[src/rtl/sap1_pkg.sv]
// Shared definitions for the SAP-1 control sequencer.
// Holds the instruction-format widths, the opcode encodings, the one-hot
// T-state constants, the bit positions of every signal in the 12-bit
// control word and the all-inactive control word CON_IDLE.
package sap1_pkg;

   localparam int OPCODE_W = 4;
   localparam int NUM_T    = 6;
   localparam int CW_W     = 12;

   typedef enum logic [OPCODE_W-1:0] {
      OP_LDA = 4'b0000,
      OP_ADD = 4'b0001,
      OP_SUB = 4'b0010,
      OP_OUT = 4'b1110,
      OP_HLT = 4'b1111
   } opcode_e;

   localparam logic [NUM_T-1:0] T1 = 6'b000001;
   localparam logic [NUM_T-1:0] T2 = 6'b000010;
   localparam logic [NUM_T-1:0] T3 = 6'b000100;
   localparam logic [NUM_T-1:0] T4 = 6'b001000;
   localparam logic [NUM_T-1:0] T5 = 6'b010000;
   localparam logic [NUM_T-1:0] T6 = 6'b100000;

   // Control word layout, MSB first: Cp Ep nLm nCE nLi nEi nLa Ea Su Eu nLb nLo
   localparam int CW_CP  = 11;
   localparam int CW_EP  = 10;
   localparam int CW_NLM = 9;
   localparam int CW_NCE = 8;
   localparam int CW_NLI = 7;
   localparam int CW_NEI = 6;
   localparam int CW_NLA = 5;
   localparam int CW_EA  = 4;
   localparam int CW_SU  = 3;
   localparam int CW_EU  = 2;
   localparam int CW_NLB = 1;
   localparam int CW_NLO = 0;

   typedef logic [CW_W-1:0] ctrl_word_t;

   // Active-low strobes sit at 1, active-high enables at 0.
   localparam ctrl_word_t CON_IDLE = 12'b0011_1110_0011;

endpackage

[src/rtl/sap1_control_sequencer_if.sv]
// Bus between the SAP-1 control sequencer and the datapath.
// Carries the opcode from the IR into the sequencer and the T-state,
// the 12 control strobes and the HLT flag back out to the datapath.
//   master : the sequencer (reads opcode, drives everything else)
//   slave  : the datapath side (drives opcode, reads controls)
interface sap1_control_sequencer_if;
   import sap1_pkg::*;

   logic [OPCODE_W-1:0] opcode;
   logic [NUM_T-1:0]    tstate;
   logic                Cp;
   logic                Ep;
   logic                nLm;
   logic                nCE;
   logic                nLi;
   logic                nEi;
   logic                nLa;
   logic                Ea;
   logic                Su;
   logic                Eu;
   logic                nLb;
   logic                nLo;
   logic                HLT;

   modport master (
      input  opcode,
      output tstate, Cp, Ep, nLm, nCE, nLi, nEi, nLa, Ea, Su, Eu, nLb, nLo, HLT
   );

   modport slave (
      output opcode,
      input  tstate, Cp, Ep, nLm, nCE, nLi, nEi, nLa, Ea, Su, Eu, nLb, nLo, HLT
   );

endinterface

[src/rtl/sap1_ring_counter.sv]
// One-hot T-state ring counter for the SAP-1 sequencer.
// Ports:
//   CLK    rising-edge clock
//   CLR    synchronous active-high clear, forces T1
//   hold   freezes the current state (used while halted)
//   tstate one-hot state, bit0 = T1
module sap1_ring_counter #(
   parameter int NUM_T = 6
) (
   input  logic             CLK,
   input  logic             CLR,
   input  logic             hold,
   output logic [NUM_T-1:0] tstate
);

   localparam logic [NUM_T-1:0] FIRST = {{(NUM_T-1){1'b0}}, 1'b1};

   logic legal;

   // A value is one-hot when it is non-zero and clearing its lowest set
   // bit leaves nothing behind.
   assign legal = (tstate != '0) && ((tstate & (tstate - FIRST)) == '0);

   // Clear and corrupted states both land on T1; corruption recovery
   // takes priority over hold so a frozen counter cannot stay illegal.
   always_ff @(posedge CLK) begin
      if (CLR) begin
         tstate <= FIRST;
      end else if (!legal) begin
         tstate <= FIRST;
      end else if (!hold) begin
         tstate <= {tstate[NUM_T-2:0], tstate[NUM_T-1]};
      end
   end

endmodule

[src/rtl/sap1_control_sequencer.sv]
// SAP-1 control sequencer.
// Steps a six-state ring counter and decodes (T-state, opcode, halted)
// into the 12-bit control word and the sticky HLT flag.
// Ports:
//   CLK  rising-edge clock
//   CLR  synchronous active-high reset (back to T1, not halted)
//   bus  master side of sap1_control_sequencer_if: opcode in,
//        tstate / Cp Ep nLm nCE nLi nEi nLa Ea Su Eu nLb nLo / HLT out
module sap1_control_sequencer
   import sap1_pkg::*;
(
   input logic                      CLK,
   input logic                      CLR,
   sap1_control_sequencer_if.master bus
);

   logic [NUM_T-1:0] tstate;
   logic             halted;
   logic             hlt;
   ctrl_word_t       cw;

   // hlt doubles as the counter hold: it is already high during the T4
   // of a HLT instruction, so the counter freezes on that very edge.
   sap1_ring_counter #(
      .NUM_T(NUM_T)
   ) u_ring (
      .CLK   (CLK),
      .CLR   (CLR),
      .hold  (hlt),
      .tstate(tstate)
   );

   // Sticky halt: once set, only CLR releases it.
   always_ff @(posedge CLK) begin
      if (CLR) begin
         halted <= 1'b0;
      end else if (hlt) begin
         halted <= 1'b1;
      end
   end

   // Control decode. Fetch (T1-T3) is opcode independent; execute
   // (T4-T6) depends on the opcode. Unknown opcodes and unreachable
   // T-state values fall through to the idle word.
   always_comb begin
      cw  = CON_IDLE;
      hlt = halted;
      if (!halted) begin
         case (tstate)
            T1: begin
               cw[CW_EP]  = 1'b1;
               cw[CW_NLM] = 1'b0;
            end
            T2: begin
               cw[CW_CP] = 1'b1;
            end
            T3: begin
               cw[CW_NCE] = 1'b0;
               cw[CW_NLI] = 1'b0;
            end
            T4: begin
               case (bus.opcode)
                  OP_LDA, OP_ADD, OP_SUB: begin
                     cw[CW_NEI] = 1'b0;
                     cw[CW_NLM] = 1'b0;
                  end
                  OP_OUT: begin
                     cw[CW_EA]  = 1'b1;
                     cw[CW_NLO] = 1'b0;
                  end
                  OP_HLT: begin
                     hlt = 1'b1;
                  end
                  default: begin
                  end
               endcase
            end
            T5: begin
               case (bus.opcode)
                  OP_LDA: begin
                     cw[CW_NCE] = 1'b0;
                     cw[CW_NLA] = 1'b0;
                  end
                  OP_ADD, OP_SUB: begin
                     cw[CW_NCE] = 1'b0;
                     cw[CW_NLB] = 1'b0;
                  end
                  default: begin
                  end
               endcase
            end
            T6: begin
               case (bus.opcode)
                  OP_ADD: begin
                     cw[CW_EU]  = 1'b1;
                     cw[CW_NLA] = 1'b0;
                  end
                  OP_SUB: begin
                     cw[CW_SU]  = 1'b1;
                     cw[CW_EU]  = 1'b1;
                     cw[CW_NLA] = 1'b0;
                  end
                  default: begin
                  end
               endcase
            end
            default: begin
            end
         endcase
      end
   end

   assign bus.tstate = tstate;
   assign bus.Cp     = cw[CW_CP];
   assign bus.Ep     = cw[CW_EP];
   assign bus.nLm    = cw[CW_NLM];
   assign bus.nCE    = cw[CW_NCE];
   assign bus.nLi    = cw[CW_NLI];
   assign bus.nEi    = cw[CW_NEI];
   assign bus.nLa    = cw[CW_NLA];
   assign bus.Ea     = cw[CW_EA];
   assign bus.Su     = cw[CW_SU];
   assign bus.Eu     = cw[CW_EU];
   assign bus.nLb    = cw[CW_NLB];
   assign bus.nLo    = cw[CW_NLO];
   assign bus.HLT    = hlt;

endmodule

[src/flat_wrapper.sv]
// flat-port wrapper written by rule: the top's interface ports become plain ports
module sap1_control_sequencer_flat import sap1_pkg::*;
  (CLK, CLR, bus_opcode, bus_tstate, bus_Cp, bus_Ep, bus_nLm, bus_nCE, bus_nLi, bus_nEi, bus_nLa, bus_Ea, bus_Su, bus_Eu, bus_nLb, bus_nLo, bus_HLT);
  sap1_control_sequencer_if bus_i ();
  input logic CLK;
  input logic CLR;
  input wire logic [$bits(bus_i.opcode)-1:0] bus_opcode;
  output wire logic [$bits(bus_i.tstate)-1:0] bus_tstate;
  output wire logic [$bits(bus_i.Cp)-1:0] bus_Cp;
  output wire logic [$bits(bus_i.Ep)-1:0] bus_Ep;
  output wire logic [$bits(bus_i.nLm)-1:0] bus_nLm;
  output wire logic [$bits(bus_i.nCE)-1:0] bus_nCE;
  output wire logic [$bits(bus_i.nLi)-1:0] bus_nLi;
  output wire logic [$bits(bus_i.nEi)-1:0] bus_nEi;
  output wire logic [$bits(bus_i.nLa)-1:0] bus_nLa;
  output wire logic [$bits(bus_i.Ea)-1:0] bus_Ea;
  output wire logic [$bits(bus_i.Su)-1:0] bus_Su;
  output wire logic [$bits(bus_i.Eu)-1:0] bus_Eu;
  output wire logic [$bits(bus_i.nLb)-1:0] bus_nLb;
  output wire logic [$bits(bus_i.nLo)-1:0] bus_nLo;
  output wire logic [$bits(bus_i.HLT)-1:0] bus_HLT;
  assign bus_i.opcode = bus_opcode;
  assign bus_tstate = bus_i.tstate;
  assign bus_Cp = bus_i.Cp;
  assign bus_Ep = bus_i.Ep;
  assign bus_nLm = bus_i.nLm;
  assign bus_nCE = bus_i.nCE;
  assign bus_nLi = bus_i.nLi;
  assign bus_nEi = bus_i.nEi;
  assign bus_nLa = bus_i.nLa;
  assign bus_Ea = bus_i.Ea;
  assign bus_Su = bus_i.Su;
  assign bus_Eu = bus_i.Eu;
  assign bus_nLb = bus_i.nLb;
  assign bus_nLo = bus_i.nLo;
  assign bus_HLT = bus_i.HLT;
  sap1_control_sequencer u_core (.CLK(CLK), .CLR(CLR), .bus(bus_i));
endmodule
[config.mk]
export PLATFORM = sky130hd
export DESIGN_NAME = sap1_control_sequencer_flat
export DESIGN_NICKNAME = d
export VERILOG_FILES = /design/src/rtl/sap1_pkg.sv /design/src/rtl/sap1_control_sequencer_if.sv /design/src/rtl/sap1_ring_counter.sv /design/src/rtl/sap1_control_sequencer.sv /design/src/flat_wrapper.sv
export SDC_FILE = /design/constraint.sdc
export NUM_CORES = 1
export LEC_CHECK = 0
export CAP_MARGIN = 20
export CORE_MARGIN = 1
export CORE_UTILIZATION = 45
export DETAILED_ROUTE_END_ITERATION = 7
export GPL_ROUTABILITY_DRIVEN = 0
export GPL_TIMING_DRIVEN = 0
export PLACE_DENSITY = 0.83
export SLEW_MARGIN = 20
export SYNTH_ARGS = -nofsm -noshare
export SYNTH_HDL_FRONTEND = slang
export SYNTH_SLANG_ARGS = --single-unit
[constraint.sdc]
create_clock -name CLK -period 4.4 [get_ports CLK]
set_clock_uncertainty 0.15 [all_clocks]
set_input_delay 0.66 -clock CLK [delete_from_list [all_inputs] [get_ports CLK]]
set_output_delay 0.66 -clock CLK [all_outputs]
set_load 0.02 [all_outputs]
Word level (Yosys, flattened, before mapping). Cells that the tools add are included.

Bitwise logic cells: 2. Muxes and demuxes: 22. Equality and inequality tests: 10. Add/sub/neg operators: 1. Reductions and logical operators: 7.

Operators with widths (count): 1-bit 2-to-1 mux (17); 12-bit 2-to-1 mux (1); 4-bit equality test, second input constant (2); 6-bit bitwise AND (1); 6-bit by 1-bit equality test with 1-bit output, second input constant (1); 6-bit by 2-bit equality test with 1-bit output, second input constant (1); 6-bit by 3-bit equality test with 1-bit output, second input constant (1); 6-bit by 4-bit equality test with 1-bit output, second input constant (1); 6-bit by 5-bit equality test with 1-bit output, second input constant (1); 6-bit equality test, second input constant (1); 6-bit logical NOT (1); 1-bit one-hot mux with 2 select lines (3); 6-bit nonzero test (1); 6-bit by 1-bit subtractor with 6-bit output, second input constant (1); 4-bit by 1-bit equality test with 1-bit output, second input constant (1); 4-bit by 2-bit equality test with 1-bit output, second input constant (1); 4-bit logical NOT (1); 2-bit OR reduction (2); 3-bit OR reduction (1); 2-bit 2-to-1 mux (1); 1-bit logical AND (1); 1-bit NOT (1).

Bits of input ports: 6. Word-level logic and storage cells: 44. Bits in registers: 7.

Logic depth before layout (Yosys ltp). Gate-level depths: netlist of the first run.

Word-level depth: 6. Gate-level depth with buffers: 6. Gate-level depth less buffers: 5.

Hierarchy. A second synthesis of the first run with hierarchy kept.

Cells, all modules: 59. Area total of the unflattened synthesis: 524.3 um2.

By module, submodules not included: sap1_ring_counter (times used 1, cells an instance 27, area an instance 279.0 um2); sap1_control_sequencer (times used 1, cells an instance 32, area an instance 245.2 um2).

Least setup slack after synthesis of the first run. Ideal clock, no wire load.

Path type: input to output. From: input bus_opcode[3]. To: output bus_nLm. Path buffers: 0. Data required time: 3.590 ns. Path slack: 1.967 ns. Arrival time: 1.623 ns. Stages on the path: 4. Cells stage by stage: or3_4 a21oi_4 nand3b_1 a211o_1.

Longest elaborated chain between the ends: 5. Elaborated cells on any way between the ends: 7.

RTL lines: start, declared (line flat_wrapper.sv:7) `input wire logic [$bits(bus_i.opcode)-1:0] bus_opcode;`; 4-bit by 1-bit equality test with 1-bit output, or another cell as far along (line sap1_control_sequencer.sv:62) `case (bus.opcode)`; 3-bit OR reduction (no line) (*); 1-bit 2-to-1 mux (*) (line sap1_control_sequencer.sv:62); 1-bit one-hot mux with 2 select lines (*) (line sap1_control_sequencer.sv:49) `case (tstate)`; 12-bit 2-to-1 mux (*) (line sap1_control_sequencer.sv:48) `if (!halted) begin`; end, declared (line flat_wrapper.sv:11) `output wire logic [$bits(bus_i.nLm)-1:0] bus_nLm;`.

Mark *: on every way between the ends. The rest lies on a longest branch, timed or not.

Worst setup path after layout of the first run. Ends and elaborated chain as after synthesis.

==> results.cfg, run 1 <==
[critical_path]
end_kind = output pin
path_class = input port to output pin
rr_worst_depth = 5
r2r_slack_ns = 2.66
required_ns = 3.59
r2r_end = u_core.u_ring.tstate[0]
r2r_start = u_core.u_ring.tstate[4]
cp-start-kind = input port
path_max_fanout = 5
arrival_ns = 2.55

[timing]
fin_crit_ns = 3.36
slew_headroom = 0.735
drv_slew = 0
finalSetupViolations = 0
fin_ws_ns = 1.04
timing.fmax_ghz = 0.297
rsz0062_at_grt = false
worstMarginPinSlew_ns = 0.394
tns_ns = 0
hold_viol_final = 0
min_period_over_period = 0.764

[pwr]
power_mw = 0.407
sw_frac_of_total = 0.422
p_comb_frac = 0.644
cellPowerDensity_mw_per_mm2 = 445
p_seq_frac = 0.210
p_sw_mw = 0.171
power.internal_mw = 0.235
clockPowerShare = 0.146
p_leak_nw = 0.346
vdd_drop_max_mv = 0.326

[global_routing]
overflow = 0
antenna_found_initial = 0
grt_pass1_vias = 577
grt_pass1_wl_mm = 2.39
grtUsageTotal = 0.234
grt_max_degree = 11

[cells_and_area]
finalNetCount = 108
insertedDiodeCount = 0
nFillCells = 118
multiInputGateArea_um2 = 425
areaGrowthSynthToFinish_pct = 45.3
drive_gt1_frac = 0.218
seq_area_um2 = 140

[routing]
totalWireLength_mm = 1.55
ant_nets = 0
wl_per_cell_um = 13.4
firstDrtPassIters = 4
viasPerCell = 5.69
vias = 660
drt_iter0_drc = 12
drc = 0

[synthesis]
synth-main-ff-cell = dfxtp_1
async_reset_ff_frac = 0
yosys_warnings = 0
syn-num-nets = 79
synth-seq-cells = 7
syn_avg_cell_area_um2 = 8.62
synth_cell_types = 35
syn_area_um2 = 629
synthTopCellsByCount = 12 x nor2_1, 7 x dfxtp_1, 4 x nor3_1
synth.largest_area_cell = dfxtp_1
synth_most_common_cell = nor2_1
ys_top_cells_by_area = dfxtp_1 22%, nor2_1 7.2%, buf_6 5.4%, mux2i_1 4.8%, nor4_2 4.0%
yosysTopAreaCellShare = 0.223
synth-edff-count = 0
synthCells = 73
synth_seq_area_share = 0.223

[cts]
cts_resized = 0
clkTransAtPathRegs_ns = 0.06
cts_buffer_depth = 2
cts_hold_buf = 0
cts_root_buffer = clkbuf_4
post-cts-setup-buffers = 0
cts_sinks = 7
cts_buffers = 3
cts_tree = yes
htree_levels = 1
clock_latency_ns = 0.25

[floorplan]
rows = 13
die_y_um = 39.4
num_io_pins = 25
coreArea_mm2 = 0.00130
die_x_um = 39.4
die-area_mm2 = 0.00155
start_util = 0.484

[place]
io_buffers = 24
post-place-ws_ns = 1.04
dp_hpwl_mm = 1.15

[job]
drv_cap = 0

[worst_hold_path]
hp-start = u_core.halted
min_to = u_core.u_ring.tstate[1]
min_path_type = register to register
hold_path_depth = 3

[status]
status = complete, no violations
==> kinds of logic after synthesis <==
group / synth area share
and+or+nand+nor: 0.400
buffers and inverters: 0.101
muxes: 0.0477
xor gates and xnor gates: 0.0139
DFF: 0.223
AOI/OAI and AO/OA: 0.215
==> worst max-delay path by stage <==
stage             startpoint       to  slack (ns)  cells after the start
2_1_floorplan  bus_opcode[3]  bus_nLm        1.97                      4
3_3_place_gp   bus_opcode[3]  bus_nLm        1.03                      6
3_5_place_dp   bus_opcode[3]  bus_nLm        1.04                      6
4_1_cts        bus_opcode[3]  bus_nLm        1.03                      6
5_1_grt        bus_opcode[3]  bus_nLm        0.98                      6
6_report       bus_opcode[3]  bus_nLm        1.04                      6
==> stage by stage <==
| step | util | instance area (um2) | hold WS, ns | std cells |
|---|---|---|---|---|
| after floorplan | - | 629 | 0.428 | 73 |
| after global placement | 0.683 | 888 | 0.461 | 112 |
| after detailed placement | 0.683 | 888 | 0.479 | 112 |
| after CTS | 0.703 | 915 | 0.494 | 116 |
| after global routing | 0.703 | 915 | 0.533 | 116 |
| final | 0.703 | 915 | 0.481 | 116 |
==> cell usage in the layout, fill, tap and decap left out, drive strengths merged, types with 2 or more instances in the layout <==
cell type,count
nor3,5
buf,7
nor2,12
o21bai,2
nand4b,2
nand2,3
dfxtp,7
or3,3
a21oi,4
nand3b,2
clkdlybuf4s50,24
mux2i,3
nand2b,3
clkbuf,4
inv,2
nor4,2
==> worst max-delay path, cell delays in order <==
cell	delay, ns
clkdlybuf4s50_1	0.41
or3_4	0.41
a21oi_4	0.15
nand3b_1	0.09
a211o_1	0.30
clkdlybuf4s50_1	0.54
==> flip-flops by register name, summed over array words and instances, names as in the netlist <==
| signal | count |
|---|---|
| u_core.halted | 1 |
| u_core.u_ring.tstate | 6 |
==> metal layers <==
| layer | global-route usage | vias to the layer above | part of all wire |
|---|---|---|---|
| li1 | - | 327 | - |
| met3 | 0.0227 | 9 | 0.063 |
| met4 | 0.190 | 0 | 0.044 |
| met1 | 0.276 | 296 | 0.44 |
| met2 | 0.379 | 28 | 0.46 |
| met5 | 0 | - | 0 |
==> power by group through the flow <==
stage | clock network (mW) | registers (mW) | logic (mW)
3_5_place_dp | 0 | 0.0868 | 0.260
2_1_floorplan | 0 | 0.100 | 0.158
6_report | 0.0594 | 0.0856 | 0.262
3_3_place_gp | 0 | 0.0868 | 0.256
5_1_grt | 0.0643 | 0.0868 | 0.280
4_1_cts | 0.0609 | 0.0858 | 0.262
==> cell type report <==
cell class / instances / share of cell area
Buffer: 7 / 0.0616
Tap cell: 15 / 0.0205
Sequential cell: 7 / 0.153
Inverter: 2 / 0.00821
Multi-Input combinational cell: 57 / 0.465
Clock buffer: 4 / 0.0287
Timing Repair Buffer: 24 / 0.263
(Power assumes the default switching activity.)
==> inputs of run 2 (changes only) <==
CORE_UTILIZATION = 42   (was 45)
PLACE_DENSITY = 0.78   (was 0.83)
clock period = 3.5 ns   (was 4.4 ns; I/O delays follow)
==> results.cfg, run 2 (synthesized netlist as in run 1, its figures left out) <==
[routing]
firstDrtPassIters = 4
totalWireLength_mm = 1.44
viasPerCell = 5.46
ant_nets = 0
drc = 0
vias = 633
drt_iter0_drc = 12
wl_per_cell_um = 12.4

[global_routing]
grt_max_degree = 11
overflow = 0
grt_use_met2 = 0.313
grt_pass1_wl_mm = 2.17
grt_pass1_vias = 493
antenna_found_initial = 0
grtUsageMet1 = 0.251
grtUsageTotal = 0.193
busiest_layer = met2
grtUsageMet3 = 0.0326

[timing]
slew_headroom = 0.743
hold_viol_final = 0
timing.fmax_ghz = 0.324
finalSetupViolations = 0
tns_ns = 0
min_period_over_period = 0.882
fin_crit_ns = 3.09
fin_hold_ws_ns = 0.485
worstMarginPinSlew_ns = 0.382
rsz0062_at_grt = false
drv_slew = 0

[cts]
htree_levels = 1
clkTransAtPathRegs_ns = 0.05
cts_buffers = 3
cts_tree = yes
clock_latency_ns = 0.24
cts_sinks = 7
cts_resized = 0
cts_buffer_depth = 2
cts_root_buffer = clkbuf_4
cts_hold_buf = 0
post-cts-setup-buffers = 0

[pwr]
clockPowerShare = 0.140
p_seq_frac = 0.215
p_sw_mw = 0.207
power_mw = 0.502
sw_frac_of_total = 0.412
cellPowerDensity_mw_per_mm2 = 549
vdd_drop_max_mv = 0.389
p_comb_frac = 0.645
power.internal_mw = 0.296
p_leak_nw = 0.346

[critical_path]
cp-start-kind = input port
path_max_fanout = 5
arrival_ns = 2.41
r2r_end = u_core.u_ring.tstate[0]
critical_path.endpoint = bus_nLm
crit_start = bus_opcode[3]
required_ns = 2.82
end_kind = output pin
r2r_start = u_core.u_ring.tstate[4]
path_class = input port to output pin
rr_worst_depth = 5
r2r_slack_ns = 1.81

[status]
status = complete, no violations

[floorplan]
num_io_pins = 25
die_y_um = 40.7
die_x_um = 40.7
coreArea_mm2 = 0.00135
start_util = 0.466
die-area_mm2 = 0.00166
rows = 13

[place]
dp_hpwl_mm = 1.10
io_buffers = 24
dp_cells = 112

[cells_and_area]
insertedDiodeCount = 0
layout_commonest_cell = clkdlybuf4s50_1
nFillCells = 107
reg_top3 = u_core.u_ring.tstate x6, u_core.halted x1
areaGrowthSynthToFinish_pct = 45.3
top_register = u_core.u_ring.tstate
largest_reg_flops = 6
final_util = 0.677
drive_gt1_frac = 0.218
finalNonFillerCells = 116
final_cell_mix = 24 x clkdlybuf4s50_1, 12 x nor2_1, 7 x dfxtp_1
finalNetCount = 108

[job]
drv_cap = 0

[worst_hold_path]
min_path_type = register to register
## run 2: cell counts in the layout (fill, tap and decap cells not counted)
No cell type changed its count.
## run 2: metal layers
metal	vias to the layer above	wire, um
li1	323	-
met1	288	678
met2	20	678
met3	2	69
met4	0	9
met5	-	0
## run 2: per-stage QoR
stage               area, um2  setup WS [ns]
finish                    915          0.413
global route              915          0.359
CTS                       915          0.405
detailed placement        888          0.410
global placement          888          0.422
floorplan                 629           1.26
## run 2: worst max-delay path, cell delays in order
cell and delay (ns):
clkdlybuf4s50_1 0.41, or3_4 0.41, a21oi_4 0.15, nand3b_1 0.09, a211o_1 0.30, clkdlybuf4s50_1 0.53
## run 2: area by class of cell
cell class | count | area (um2) | share of cell area
plain buffers | 7 | 56.3 | 0.0616
clock buffers | 4 | 26.3 | 0.0287
inverters | 2 | 7.51 | 0.00821
multi-input cells | 57 | 425 | 0.465
flip-flops and latches | 7 | 140 | 0.153
well taps | 15 | 18.8 | 0.0205
repair buffers | 24 | 240 | 0.263
## run 2: how the worst min path moves through the flow
stage                        startpoint                       to  slack, ns  depth (start not counted)
after floorplan           u_core.halted            u_core.halted       0.43                          3
after global placement    u_core.halted  u_core.u_ring.tstate[5]       0.47                          3
after detailed placement  u_core.halted  u_core.u_ring.tstate[2]       0.48                          3
after CTS                 u_core.halted  u_core.u_ring.tstate[2]       0.49                          3
after global routing      u_core.halted  u_core.u_ring.tstate[5]       0.51                          3
final                     u_core.halted  u_core.u_ring.tstate[2]       0.49                          3
## run 2: power by group through the flow
stage,clock network [mW],logic [mW],registers (mW)
3_3_place_gp,0,0.322,0.109
2_1_floorplan,0,0.199,0.126
3_5_place_dp,0,0.324,0.109
4_1_cts,0.0722,0.326,0.108
5_1_grt,0.0803,0.349,0.111
6_report,0.0702,0.324,0.108
==> inputs of run 3 (changes only) <==
ABC_AREA = 1   (was default)
CORE_UTILIZATION = 40   (was 42)
CTS_CLUSTER_DIAMETER = 60   (was default)
PLACE_DENSITY = 0.77   (was 0.78)
==> results.cfg, run 3 <==
[cells_and_area]
finalNetCount = 132
layout_commonest_cell = nand2_1
areaGrowthSynthToFinish_pct = 49.4
insertedDiodeCount = 0
stdcell_area_um2 = 863
largest_reg_flops = 6
top_register = u_core.u_ring.tstate
drive_gt1_frac = 0.0960
reg_top3 = u_core.u_ring.tstate x6, u_core.halted x1
final_cell_mix = 31 x nand2_1, 24 x clkdlybuf4s50_1, 16 x inv_1

[floorplan]
die_y_um = 40.0
die_x_um = 40.0
coreArea_mm2 = 0.00132
die-area_mm2 = 0.00160
start_util = 0.439
num_io_pins = 25
rows = 13

[pwr]
p_comb_frac = 0.575
clockPowerShare = 0.156
p_sw_mw = 0.214
p_seq_frac = 0.269
p_leak_nw = 0.369
power.internal_mw = 0.257
vdd_drop_max_mv = 0.417
cellPowerDensity_mw_per_mm2 = 545
sw_frac_of_total = 0.453

[critical_path]
r2r_start = u_core.u_ring.tstate[3]
rr_worst_depth = 6
cp_common_cell = nor2_1
required_ns = 2.82
path_class = input port to output pin
end_kind = output pin
critPathSlowestCell = clkdlybuf4s50_1
path_max_fanout = 3
r2r_end = u_core.u_ring.tstate[0]
arrival_ns = 2.25
path_cells = clkdlybuf4s50_1 -> nor2_1 -> nand2_1 -> nor2_1 -> inv_1 -> nor2_1 -> a21oi_1 -> clkdlybuf4s50_1
cp_top_family = buffers and inverters
r2r_slack_ns = 2.09
cp_num_buf_inv = 3
critical-path-max-stage-delay_ns = 0.56
cp-start-kind = input port

[worst_hold_path]
hp-start = u_core.u_ring.tstate[1]
min_path_type = register to register
hold_path_depth = 2
min_to = u_core.u_ring.tstate[1]

[routing]
wl_per_cell_um = 10.8
firstDrtPassIters = 4
totalWireLength_mm = 1.51
viasPerCell = 5.06
drc = 0
vias = 709
ant_nets = 0
drt_iter0_drc = 21

[global_routing]
grt_pass1_wl_mm = 2.17
grt_max_degree = 11
overflow = 0
grt_pass1_vias = 550
grtUsageTotal = 0.200
antenna_found_initial = 0

[cts]
cts_buffer_depth = 2
htree_levels = 1
clkTransAtPathRegs_ns = 0.05
post-cts-setup-buffers = 0
clock_latency_ns = 0.25
cts_hold_buf = 0
cts_root_buffer = clkbuf_4
cts_buffers = 3
cts_resized = 0
cts_sinks = 7
cts_tree = yes

[synthesis]
synthTopCellsByCount = 31 x nand2_1, 16 x inv_1, 11 x nor2_1, 8 x a21oi_1, 8 x nand3_1
synth_most_common_cell = nand2_1
async_reset_ff_frac = 0
synth_seq_area_share = 0.242
syn-num-nets = 103
syn_avg_cell_area_um2 = 5.96
synth-edff-count = 0
synth-seq-cells = 7
synth_cell_types = 18
yosys_warnings = 0
ys_top_cells_by_area = dfxtp_1 24%, nand2_1 20%, inv_1 10%, nor2_1 7.1%, a21oi_1 6.9%
synth.largest_area_cell = dfxtp_1
syn_area_um2 = 578
synth-main-ff-cell = dfxtp_1
yosysTopAreaCellShare = 0.242
synthCells = 97

[place]
dp_hpwl_mm = 1.16
io_buffers = 24
placed_area_um2 = 837

[timing]
timing.fmax_ghz = 0.342
fin_hold_ws_ns = 0.394
slew_headroom = 0.746
rsz0062_at_grt = false
tns_ns = 0
min_period_over_period = 0.835
hold_viol_final = 0
fin_crit_ns = 2.92
finalSetupViolations = 0
drv_slew = 0
worstMarginPinSlew_ns = 0.377

[job]
drv_cap = 0

[status]
status = complete, no violations
-- run 3: stage by stage --
step	setup WS, ns	utilization	power [mW]	instances
floorplan	1.21	-	0.285	97
global placement	0.642	0.635	0.392	136
detailed placement	0.608	0.635	0.397	136
global route	0.419	0.655	0.499	140
CTS	0.594	0.655	0.471	140
finish	0.578	0.655	0.471	140
-- run 3: how the worst max path moves through the flow --
stage                         end               startpoint  slack [ns]  cells past startpoint
after floorplan           bus_nLm  u_core.u_ring.tstate[5]        1.21                      4
after global placement    bus_HLT            bus_opcode[0]        0.64                      6
after detailed placement  bus_nCE            bus_opcode[2]        0.61                      8
after CTS                 bus_nCE            bus_opcode[2]        0.59                      8
after global routing      bus_nCE            bus_opcode[3]        0.42                      8
final                     bus_nCE            bus_opcode[2]        0.58                      8
-- run 3: logic make-up after synthesis --
| group | Yosys count | share of synthesized area |
|---|---|---|
| buffers and inverters | 18 | 0.136 |
| flip-flops | 7 | 0.242 |
| AO/OA/AOI/OAI | 9 | 0.0779 |
| AND/OR/NAND/NOR | 63 | 0.543 |
-- run 3: worst min-delay path, delay by kind of cell, from the launching register on --
family | cells | cell delay, ns
simple gates | 1 | 0.08
flops | 1 | 0.35
compound gates | 1 | 0.06
-- run 3: power groups by stage --
stage	clock, mW	combinational [mW]	sequential (mW)
finish	0.0734	0.271	0.127
floorplan	0	0.145	0.140
CTS	0.0729	0.273	0.125
global route	0.0757	0.294	0.130
detailed placement	0	0.271	0.127
global placement	0	0.264	0.127
-- run 3: area by class of cell --
cell class              count  area [um2]
plain buffers               2        18.8
clock buffers               4        26.3
fillers                   123         454
inverters                  16        60.1
multi-input cells          72         359
flip-flops and latches      7         140
well taps                  15        18.8
repair buffers             24         240
-- run 3: per-layer routing --
| metal | part of all wire | GRT usage |
|---|---|---|
| met3 | 0.065 | 0.0167 |
| met4 | 0 | 0.103 |
| met5 | 0 | 0 |
| met2 | 0.50 | 0.371 |
| met1 | 0.44 | 0.224 |
